===== src/rtl/scan_mux_pkg.sv =====
// Shared types and helpers for the scan_mux channel selector.
package scan_mux_pkg;

  typedef enum logic {
    MODE_MANUAL = 1'b0,
    MODE_SCAN   = 1'b1
  } mode_e;

  // Width of a channel index: max(1, clog2(n)).
  function automatic int unsigned calc_sw(input int unsigned n);
    return (n > 2) ? $clog2(n) : 1;
  endfunction

endpackage


===== src/rtl/dwell_counter.sv =====
// Scan position tracker: holds each channel for DWELL cycles, then steps to the
// next channel, wrapping from N-1 back to 0. The registered position is the one
// currently shown on the scan_mux outputs.
module dwell_counter
  import scan_mux_pkg::*;
#(
  parameter int unsigned DWELL = 4,
  parameter int unsigned N     = 4,
  localparam int unsigned SW   = calc_sw(N)
) (
  input  logic          clk,
  input  logic          rst,
  input  logic          en,
  input  logic          load,
  output logic [SW-1:0] scan_ch,
  output logic          wrap
);

  localparam int unsigned DW = (DWELL > 1) ? $clog2(DWELL) : 1;

  logic [DW-1:0] dwell_q, dwell_d;
  logic [SW-1:0] ch_q, ch_d;

  // Last cycle of the current channel's dwell window.
  assign wrap    = (dwell_q == DW'(DWELL - 1));
  assign scan_ch = ch_q;

  // Next position: reload on scan entry, otherwise advance only when enabled.
  always_comb begin
    dwell_d = dwell_q;
    ch_d    = ch_q;
    if (load) begin
      dwell_d = '0;
      ch_d    = '0;
    end else if (en) begin
      if (wrap) begin
        dwell_d = '0;
        ch_d    = (ch_q == SW'(N - 1)) ? '0 : ch_q + SW'(1);
      end else begin
        dwell_d = dwell_q + DW'(1);
      end
    end
  end

  // Position registers.
  always_ff @(posedge clk or posedge rst) begin
    if (rst) begin
      dwell_q <= '0;
      ch_q    <= '0;
    end else begin
      dwell_q <= dwell_d;
      ch_q    <= ch_d;
    end
  end

endmodule


===== src/rtl/scan_mux.sv =====
// Registered N-to-1 channel selector with manual select and automatic scan.
// Output y is optionally active-low; when not carrying data it sits at IDLE.
module scan_mux
  import scan_mux_pkg::*;
#(
  parameter int unsigned W      = 1,
  parameter int unsigned N      = 4,
  parameter int unsigned DWELL  = 4,
  parameter int unsigned INVERT = 1,
  localparam int unsigned SW    = calc_sw(N)
) (
  input  logic            clk,
  input  logic            rst,
  input  logic [N*W-1:0]  din,
  input  logic [SW-1:0]   sel,
  input  logic            en,
  input  logic            mode,
  output logic [W-1:0]    y,
  output logic [SW-1:0]   ch,
  output logic            valid
);

  // XOR with IDLE doubles as the optional inversion of selected data.
  localparam logic [W-1:0] IDLE = (INVERT != 0) ? {W{1'b1}} : {W{1'b0}};
  localparam int unsigned NP    = 2 ** SW;

  mode_e           mode_q;
  logic            scanning;
  logic            entry;
  logic [SW-1:0]   scan_ch;
  logic            wrap;
  logic [SW-1:0]   next_ch;
  logic [SW-1:0]   idx;
  logic            sel_ok;
  logic [NP*W-1:0] din_pad;
  logic [W-1:0]    pick;

  logic [W-1:0]    y_q, y_d;
  logic [SW-1:0]   ch_q, ch_d;
  logic            valid_q, valid_d;

  assign scanning = (mode == MODE_SCAN);
  assign entry    = scanning && (mode_q == MODE_MANUAL);
  assign sel_ok   = (32'(sel) < N);

  dwell_counter #(
    .DWELL (DWELL),
    .N     (N)
  ) u_dwell_counter (
    .clk     (clk),
    .rst     (rst),
    .en      (en && scanning),
    .load    (entry),
    .scan_ch (scan_ch),
    .wrap    (wrap)
  );

  // Channel the scan will show after this edge (mirrors the counter's next state).
  always_comb begin
    next_ch = scan_ch;
    if (entry) begin
      next_ch = '0;
    end else if (wrap) begin
      next_ch = (scan_ch == SW'(N - 1)) ? '0 : scan_ch + SW'(1);
    end
  end

  // Pad din to a power-of-two channel count so an out-of-range sel stays in bounds.
  always_comb begin
    din_pad          = '0;
    din_pad[N*W-1:0] = din;
    idx              = scanning ? next_ch : sel;
    pick             = din_pad[idx*W +: W];
  end

  // Output next-state: idle unless enabled with a valid channel.
  always_comb begin
    y_d     = IDLE;
    ch_d    = ch_q;
    valid_d = 1'b0;
    if (en) begin
      if (scanning) begin
        y_d     = pick ^ IDLE;
        ch_d    = next_ch;
        valid_d = 1'b1;
      end else if (sel_ok) begin
        y_d     = pick ^ IDLE;
        ch_d    = sel;
        valid_d = 1'b1;
      end
    end
  end

  // Output and previous-mode registers.
  always_ff @(posedge clk or posedge rst) begin
    if (rst) begin
      y_q     <= IDLE;
      ch_q    <= '0;
      valid_q <= 1'b0;
      mode_q  <= MODE_MANUAL;
    end else begin
      y_q     <= y_d;
      ch_q    <= ch_d;
      valid_q <= valid_d;
      mode_q  <= mode_e'(mode);
    end
  end

  assign y     = y_q;
  assign ch    = ch_q;
  assign valid = valid_q;

endmodule


===== config.mk =====
export PLATFORM = sky130hd
export DESIGN_NAME = scan_mux
export DESIGN_NICKNAME = d
export VERILOG_FILES = /design/src/rtl/scan_mux_pkg.sv /design/src/rtl/dwell_counter.sv /design/src/rtl/scan_mux.sv
export SDC_FILE = /design/constraint.sdc
export NUM_CORES = 1
export LEC_CHECK = 0
export ABC_CLOCK_PERIOD_IN_PS = 1600
export CORE_AREA = 2 2 39 41
export CTS_CLUSTER_SIZE = 25
export DETAILED_ROUTE_END_ITERATION = 16
export DIE_AREA = 0 0 41 43
export HOLD_SLACK_MARGIN = 0.15
export PLACE_DENSITY = 0.76
export SLEW_MARGIN = 40
export SYNTH_ARGS = -nofsm -noshare
export SYNTH_HDL_FRONTEND = slang
export SYNTH_HIERARCHICAL = 1
export SYNTH_SLANG_ARGS = --single-unit

===== constraint.sdc =====
create_clock -name clk -period 1.6 [get_ports clk]
set_input_delay 0.16 -clock clk [delete_from_list [all_inputs] [get_ports clk]]
set_output_delay 0.16 -clock clk [all_outputs]
set_load 0.01 [all_outputs]

Word-level counts from Yosys, hierarchy flattened --
Cells that the tools add are included.
Storage, ports and cells: ROM bits 0, bits of input ports 10, output and inout port bits 4, memories 0, latch bits 0, RAM bits 0, flip-flop bits (word level) 9
Operators by class: bitwise operators 2, shifts and indexed selects 1, equality and inequality tests 2, reductions and logical operators 3, $lt $le $gt $ge 0, div/mod/pow operators 0, multiply operators 0, add/subtract/negate cells 2, muxes and demuxes 11
Operators by type and width (number):
- $mux 2 | 9
- $add 2x1->2 const B | 2
- $eq 2x2->1 const B | 2
- $shiftx 4x3->1 | 1
- $logic_and 1x1->1 | 2
- $mux 1 | 2
- $not 1->1 | 2
- $reduce_bool 2->1 | 1

Depth between registers and ports, before layout --
Gate-level depths: netlist of run 1.
depth in word-level cells 8, gate-level depth with buffers 5, gate-level depth less buffers 5

By module --
The synthesis of run 1 kept the hierarchy.
By module, submodules not included:
- scan_mux | area an instance 276.5 µm², cells each 25, times used 1
- dwell_counter | area an instance 212.7 µm², cells each 18, times used 1

Worst setup path before layout of run 1 --
No wires, ideal clock.
path kind register to register, start point register u_dwell_counter.dwell_q[0], end point register y_q (netlist: y), cell stages (with the launch flop) 6, arrival 1.488 ns, path buffers 0, required time 1.532 ns, library setup time 0.068 ns, setup slack 0.044 ns, clock period less this slack 1.556 ns, cells stage by stage dfrtp_1 > ha_1 > or3b_1 > a311o_1 > nand2_1 > a2bb2oi_2
Between the ends: cells in the longest elaborated chain, start to end 7
Ends and longest elaborated chain:
- from (decl) | RTL line dwell_counter.sv:21 | logic [DW-1:0] dwell_q, dwell_d;
- from (signal assigned) | RTL line dwell_counter.sv:51 | dwell_q <= dwell_d;
- $eq 2x2->1 | RTL line dwell_counter.sv:25 | assign wrap = (dwell_q == DW'(DWELL - 1));
- named net wrap | RTL line scan_mux.sv:31 | logic wrap;
- $mux 2
- $mux 2 | RTL line scan_mux.sv:61 | if (entry) begin
- $mux 2 | RTL line scan_mux.sv:72 | idx = scanning ? next_ch : sel;
- $shiftx 4x3->1 | RTL line scan_mux.sv:73 | pick = din_pad[idx*W +: W];
- $not 1->1 (no line)
- $mux 1 | RTL line scan_mux.sv:81 | if (en) begin
- named net y_d | RTL line scan_mux.sv:38 | logic [W-1:0] y_q, y_d;
- to (signal assigned) | RTL line scan_mux.sv:102 | y_q <= y_d;
- to (decl) | RTL line scan_mux.sv:38
The timed path passes the listed nets, and every way through them passes these cells. A chain may end at the register's enable or synchronous reset.

Worst setup path after layout of run 1 --
start point register u_dwell_counter.ch_q[0] (netlist: u_dwell_counter/scan_ch[0]), end point register ch_q[0] (netlist: ch[0])
Between the ends: cells in the longest elaborated chain, start to end 5, elaborated cells on any way between the ends 6, classes of those cells add/sub: 1; eq/ne: 1; mux: 4
Ends and longest elaborated chain:
- from (decl) | RTL line dwell_counter.sv:22 | logic [SW-1:0] ch_q, ch_d;
- from (signal assigned) | RTL line dwell_counter.sv:52 | ch_q <= ch_d;
- $add 2x1->2 / $eq 2x2->1 (equally long branches) | RTL line scan_mux.sv:64 | next_ch = (scan_ch == SW'(N - 1)) ? '0 : scan_ch + SW'(1);
- $mux 2 | RTL line scan_mux.sv:64
- $mux 2 *
- $mux 2 * | RTL line scan_mux.sv:61
- $mux 2 * | RTL line scan_mux.sv:82 | if (scanning) begin
- to (signal assigned) | RTL line scan_mux.sv:103 | ch_q <= ch_d;
- to (decl) | RTL line scan_mux.sv:39 | logic [SW-1:0] ch_q, ch_d;
Every way passes the cells marked *; elsewhere a longest branch is shown, timed or not.

==> summary.md, run 1 <==
| Metric | Value |
|---|---|
| GRT Util Overall | 14.9% |
| Cells after synthesis | 43 |
| Post-DP HPWL | 803 um |
| Worst reg2reg startpoint | u_dwell_counter/scan_ch[0] |
| Worst EP required | 1.80 ns |
| Critical Path AT | 1.72 ns |
| Vias/cell | ~4.7 |
| Total gr overflow | 0 |
| Bufs on Longest Clock Path | 2 |
| Multi-input logic area | 272 um2 |
| Hold Path Stages | 1 |
| Net Count, Synth | 56 |
| Worst Max-Slew Pin Slew | around 0.19 ns |
| Flip-flop and latch area | 226 um2 |
| Hold Violations, Final | 0 |
| R2R setup slack | 0.09 ns |
| WL/cell | roughly 11 um |
| Initial core utilization | about 35% |
| Critical R2R Capture | ch[0] |
| Hold wc startpoint | ch[0] |
| Worst Hold End | ch[0] |
| Row count | 14 |
| Max FO, Critical Path | 2 |
| Reg2reg path depth | 5 |
| Placed Instances | 81 |
| Chip width | 41 um |
| # setup viols final | 0 |
| Global placement routability congestion | around 0.72 |
| Max Cap Viol | 0 |
| Top Ports | 14 |
| Setup TNS | 0 ns |
| Post-route minimum period | 1.51 ns |
| CP Class | reg2reg |
| CTS tree | built |
| Min-delay worst type | reg2reg |
| Cell area power density | 755 nW/um2 |
| Peak supply drop | 0.471 mV |
| Share of cells above drive strength 1 | ~34% |
| Die area | 1760 um2 |
| # clock sinks | 9 |
| H-tree depth | 1 |
| #FFs+latches synth | 9 |
| TritonCTS Buffers | 3 |
| Initial antenna violation count | 0 |
| Antenna viol nets, final | 0 |
| Ant. Diodes | 0 |
| Router iterations before antenna repair | 1 |
| Starting DRC count in detailed routing | 0 |
| WL final | 982 um |
| Synth cell types | 22 |
| Final-layout fill cell count | between 100 and 150 |
| Die H | 43 um |
| Avg Synthesized Cell Area | 11.4 um2 |
| Core area | 1380 um2 |
| Period utilization | 94.4% |
| Yosys warns | 6 |
| Largest net degree at the start of global routing | 7 |
| Sequential fraction of the synthesis area | 46.3% |
| Final Max Tran Viols | 0 |
| Number of post-CTS setup repair buffers | 0 |
| Wire length of the first global-routing pass | between 1.5 and 2 mm |
| Clk slew on worst S/H paths | 0.06 ns |
| Non-Filler Instances | 86 |
| Critical Path Start Type | register |
| Slew HR | 87.2% |
| Vias in the first global route | 400 |
| Setup crit end kind | register |
| Leak pwr | 0.351 nW |
| Post-route core utilization | 55.4% |
| Synthesis-to-layout area growth | 56.8% |
| Pwr Total | 0.579 mW |
| Clk_lat worst skew | 0.26 ns |
| Residual DRC | 0 |
| Post-Syn Area | 489 um2 |
| Status | completed |
| Port buffer count | 13 |
| Skew final | about 0.0093 ns |
| Layout Nets | 84 |
| Vias | 401 |
| CTS root buffer | clkbuf_4 |
| FMAX | 662 MHz |
## how the worst max path moves through the flow
stage / cells after the start / start / to
floorplan: 5 / u_dwell_counter/dwell_q[0] / y
global placement: 6 / u_dwell_counter/dwell_q[0] / y
detailed placement: 5 / u_dwell_counter/scan_ch[0] / y
CTS: 5 / u_dwell_counter/scan_ch[0] / y
global route: 5 / u_dwell_counter/dwell_q[1] / ch[0]
finish: 5 / u_dwell_counter/scan_ch[0] / ch[0]
## critical path, stage by stage (launching register included)
cell,delay (ns)
dfrtp_1,0.39
ha_2,0.18
or3b_1,0.36
a311o_1,0.30
nor2_2,0.14
a21o_1,0.10
## report_power, final
group	switching, mW	total, mW	internal, mW	leakage (nW)
logic	0.0566	0.146	0.0895	0.223
registers	0.0104	0.260	0.249	0.114
clock network	0.0774	0.173	0.0959	0.0150
total	0.144	0.579	0.435	0.351
## sequential cells by signal (all words and copies together) (netlist names)
register / count
y: 1
mode_q: 1
u_dwell_counter/scan_ch: 2
ch: 2
valid: 1
u_dwell_counter/dwell_q: 2
## final cells by class
type,count,area share [%]
Clock buffer,4,3.43
Timing Repair Buffer,23,27.1
Tap cell,16,2.61
Sequential cell,9,29.5
Inverter,4,1.96
Multi-Input combinational cell,30,35.4
## repair_timing
item,4_1_cts,5_1_grt
endpoints found under the setup margin,0,2
hold buffers,1,0
hold endpoints to repair,8,0
resized for setup,0,5
## layout by cell type, fill, tap and decap left out, drive strengths merged
| cell | instances |
|---|---|
| inv | 4 |
| nor2 | 3 |
| dfstp | 1 |
| a2bb2oi | 1 |
| a21oi | 3 |
| and2 | 1 |
| nand3 | 1 |
| o22ai | 1 |
| nand2b | 2 |
| mux2 | 2 |
| clkbuf | 4 |
| mux2i | 3 |
| a21o | 1 |
| ha | 3 |
| dlygate4sd3 | 1 |
| clkdlybuf4s50 | 13 |
| or3b | 2 |
| buf | 9 |
| dfrtp | 8 |
| nor2b | 1 |
| a21bo | 2 |
| nand4bb | 1 |
| nand2 | 2 |
| a311o | 1 |
## routing by layer
metal	GRT usage [%]	up-vias	routed length, um
met5	0	-	0
met4	12.0	0	14
met3	4.71	2	46
met2	21.3	7	448
met1	17.3	186	473
li1	-	206	-
## cell usage after synthesis
master     number  area (um2)
a21bo_2         2        20.0
a21o_1          1        7.51
a21oi_1         2        10.0
a21oi_2         1        8.76
a2bb2oi_2       1        15.0
a311o_1         1        10.0
and2_1          1        6.26
dfrtp_1         8         200
dfstp_2         1        26.3
ha_1            3        37.5
inv_1           4        15.0
mux2_2          2        22.5
mux2i_1         3        30.0
nand2_1         2        7.51
nand2b_1        2        12.5
nand3_1         1        5.00
nand4bb_1       1        11.3
nor2_1          2        7.51
nor2_2          1        6.26
nor2b_1         1        6.26
o22ai_1         1        6.26
or3b_1          2        17.5
## kinds of logic after synthesis
group	after synthesis	share of synthesized area, %
compound gates	9	15.9
flops	9	46.3
fa+ha+maj	3	7.67
buf+inv	4	3.07
simple gates	13	16.4
mux	5	10.7
## per-stage QoR
step | setup slack, ns | instance area, um2 | hold slack (ns)
after floorplan | 0.0438 | 489 | -0.0739
after global placement | 0.0413 | 707 | 0.378
after detailed placement | 0.0389 | 707 | 0.387
after CTS | 0.0305 | 743 | 0.498
after global routing | -0.00545 | 767 | 0.525
final | 0.0896 | 767 | 0.500
Note: power is estimated with default switching activity, not from simulation.
==> run 2: changes to the inputs <==
--- a/config.mk
+++ b/config.mk
@@ -5,13 +5,13 @@
 export SDC_FILE = /design/constraint.sdc
 export NUM_CORES = 1
 export LEC_CHECK = 0
-export ABC_CLOCK_PERIOD_IN_PS = 1600
+export ABC_CLOCK_PERIOD_IN_PS = 1900
 export CORE_AREA = 2 2 39 41
 export CTS_CLUSTER_SIZE = 25
 export DETAILED_ROUTE_END_ITERATION = 16
 export DIE_AREA = 0 0 41 43
 export HOLD_SLACK_MARGIN = 0.15
-export PLACE_DENSITY = 0.76
+export PLACE_DENSITY = 0.73
 export SLEW_MARGIN = 40
 export SYNTH_ARGS = -nofsm -noshare
 export SYNTH_HDL_FRONTEND = slang
==> constraint.sdc (replaced) <==
create_clock -name clk -period 1.9 [get_ports clk]
set_input_delay 0.19 -clock clk [delete_from_list [all_inputs] [get_ports clk]]
set_output_delay 0.19 -clock clk [all_outputs]
set_load 0.01 [all_outputs]
==> summary.md, run 2 (same netlist as run 1, synthesis figures left out) <==
| Metric | Value |
|---|---|
| Status | completed |
| Worst EP required | 2.08 ns |
| Period utilization | 94.1% |
| Slew HR | 75.8% |
| Commonest non-fill, non-tap cells in the layout | clkdlybuf4s50_1 (13), dfrtp_1 (8), inv_1 (4) |
| Multi-input logic area | 248 um2 |
| Worst reg2reg startpoint | u_dwell_counter/dwell_q[0] |
| Starting DRC count in detailed routing | 2 |
| Clk_lat worst skew | 0.25 ns |
| Bufs on Longest Clock Path | 2 |
| TritonCTS Buffers | 3 |
| Min-delay worst type | reg2reg |
| Reg2reg path depth | 5 |
| Worst Max-Slew Pin Slew | around 0.36 ns |
| Residual DRC | 0 |
| Worst Hold End | ch[0] |
| Vias | 380 |
| Max FO, Critical Path | 8 |
| Chip width | 41 um |
| Share of cells above drive strength 1 | 20.6% |
| Row count | 14 |
| Hold wc startpoint | ch[0] |
| GRT Util Overall | 14.1% |
| Vias/cell | 4.81 |
| Setup crit end kind | register |
| Critical Path AT | about 2.0 ns |
| Die area | 1760 um2 |
| WL/cell | 12.7 um |
| CP Class | reg2reg |
| Placed Instances | between 70 and 80 |
| Clk slew on worst S/H paths | around 0.060 ns |
| Antenna viol nets, final | 0 |
| CTS root buffer | clkbuf_4 |
| Total gr overflow | 0 |
| Max Cap Viol | 0 |
| Cell area power density | around 670 nW/um2 |
| Largest net degree at the start of global routing | 9 |
| Core area | between 1000 and 1500 um2 |
| Global placement routability congestion | 0.670 |
| Worst setup path startpoint | u_dwell_counter/dwell_q[0] |
| Skew final | about 0.0017 ns |
| Port buffer count | 13 |
| Initial antenna violation count | 0 |
| Setup TNS | 0 ns |
| Wire length of the first global-routing pass | 1.63 mm |
| Non-Filler Instances | 79 |
| RSZ-0062 raised after global routing | false |
| WL final | 1.01 mm |
| CTS-repair resized insts | 0 |
| Leak pwr | 0.319 nW |
| Critical Path Start Type | register |
| Final Max Tran Viols | 0 |
| Hold_buf cts | 0 |
| Synthesis-to-layout area growth | 41.2% |
| Hold Violations, Final | 0 |
| Flip-flop and latch area | ~230 um2 |
| Peak supply drop | 0.314 mV |
| FMAX | about 560 MHz |
| Post-DP HPWL | 814 um |
| Vias in the first global route | 385 |
| Layout Nets | between 70 and 80 |
| Initial core utilization | a little over a third |
| CTS tree | built |
| Top Ports | 14 |
| H-tree depth | 1 |
| Final-layout fill cell count | 128 |
| Number of post-CTS setup repair buffers | 0 |
| # setup viols final | 0 |
| Ant. Diodes | 0 |
| R2R setup slack | 0.11 ns |
| Hold Path Stages | 1 |
| Critical R2R Capture | y |
| Die H | 43 um |
| Post-route minimum period | 1.79 ns |
| Commonest non-fill, non-tap cell in the layout | clkdlybuf4s50_1 |
| # clock sinks | 9 |
| Router iterations before antenna repair | 2 |
## run 2: worst max-delay path by stage
stage | end | slack, ns | cells after the start
2_1_floorplan | y | 0.34 | 5
3_3_place_gp | y | 0.15 | 5
3_5_place_dp | y | 0.12 | 5
4_1_cts | y | 0.11 | 5
5_1_grt | y | 0.04 | 5
6_report | y | 0.11 | 5
## run 2: critical path, stage by stage, from the launching register on
cell and delay [ns]:
dfrtp_1 0.39, ha_1 0.30, mux2i_1 0.15, o22ai_1 0.31
mux2_2 0.40, a2bb2oi_2 0.16
## run 2: stage by stage
stage / instance area [um2] / hold slack [ns] / setup WS, ns / total power, mW / utilization (%)
after global placement: 654 / 0.417 / 0.152 / 0.321 / 47.3
after detailed placement: 654 / 0.434 / 0.120 / 0.326 / 47.3
after CTS: 681 / 0.156 / 0.114 / 0.473 / 49.2
after floorplan: 489 / -0.0439 / 0.344 / 0.275 / -
final: 691 / 0.508 / 0.113 / 0.465 / 49.9
after global routing: 691 / 0.517 / 0.0374 / 0.496 / 49.9
## run 2: layout make-up
cell class | instances | area share (%)
inverters | 4 | 2.17
repair buffers | 16 | 22.5
flip-flops and latches | 9 | 32.8
multi-input cells | 30 | 35.9
clock buffers | 4 | 3.80
well taps | 16 | 2.90
## run 2: metal layers
layer | track usage (%) | wire length [um] | part of all wire (%) | vias up
li1 | - | - | - | 190
met1 | 19.2 | 453 | 45 | 181
met2 | 19.7 | 513 | 51 | 7
met4 | 8.00 | 6 | 0.60 | 0
met5 | 0 | 0 | 0 | -
met3 | 3.14 | 33 | 3.3 | 2
## run 2: power by group
| part | leakage [nW] | total, mW | switching (mW) | internal [mW] |
|---|---|---|---|---|
| combinational | 0.190 | 0.104 | 0.0427 | 0.0611 |
| sequential | 0.114 | 0.220 | 0.00981 | 0.210 |
| clock | 0.0150 | 0.141 | 0.0608 | 0.0805 |
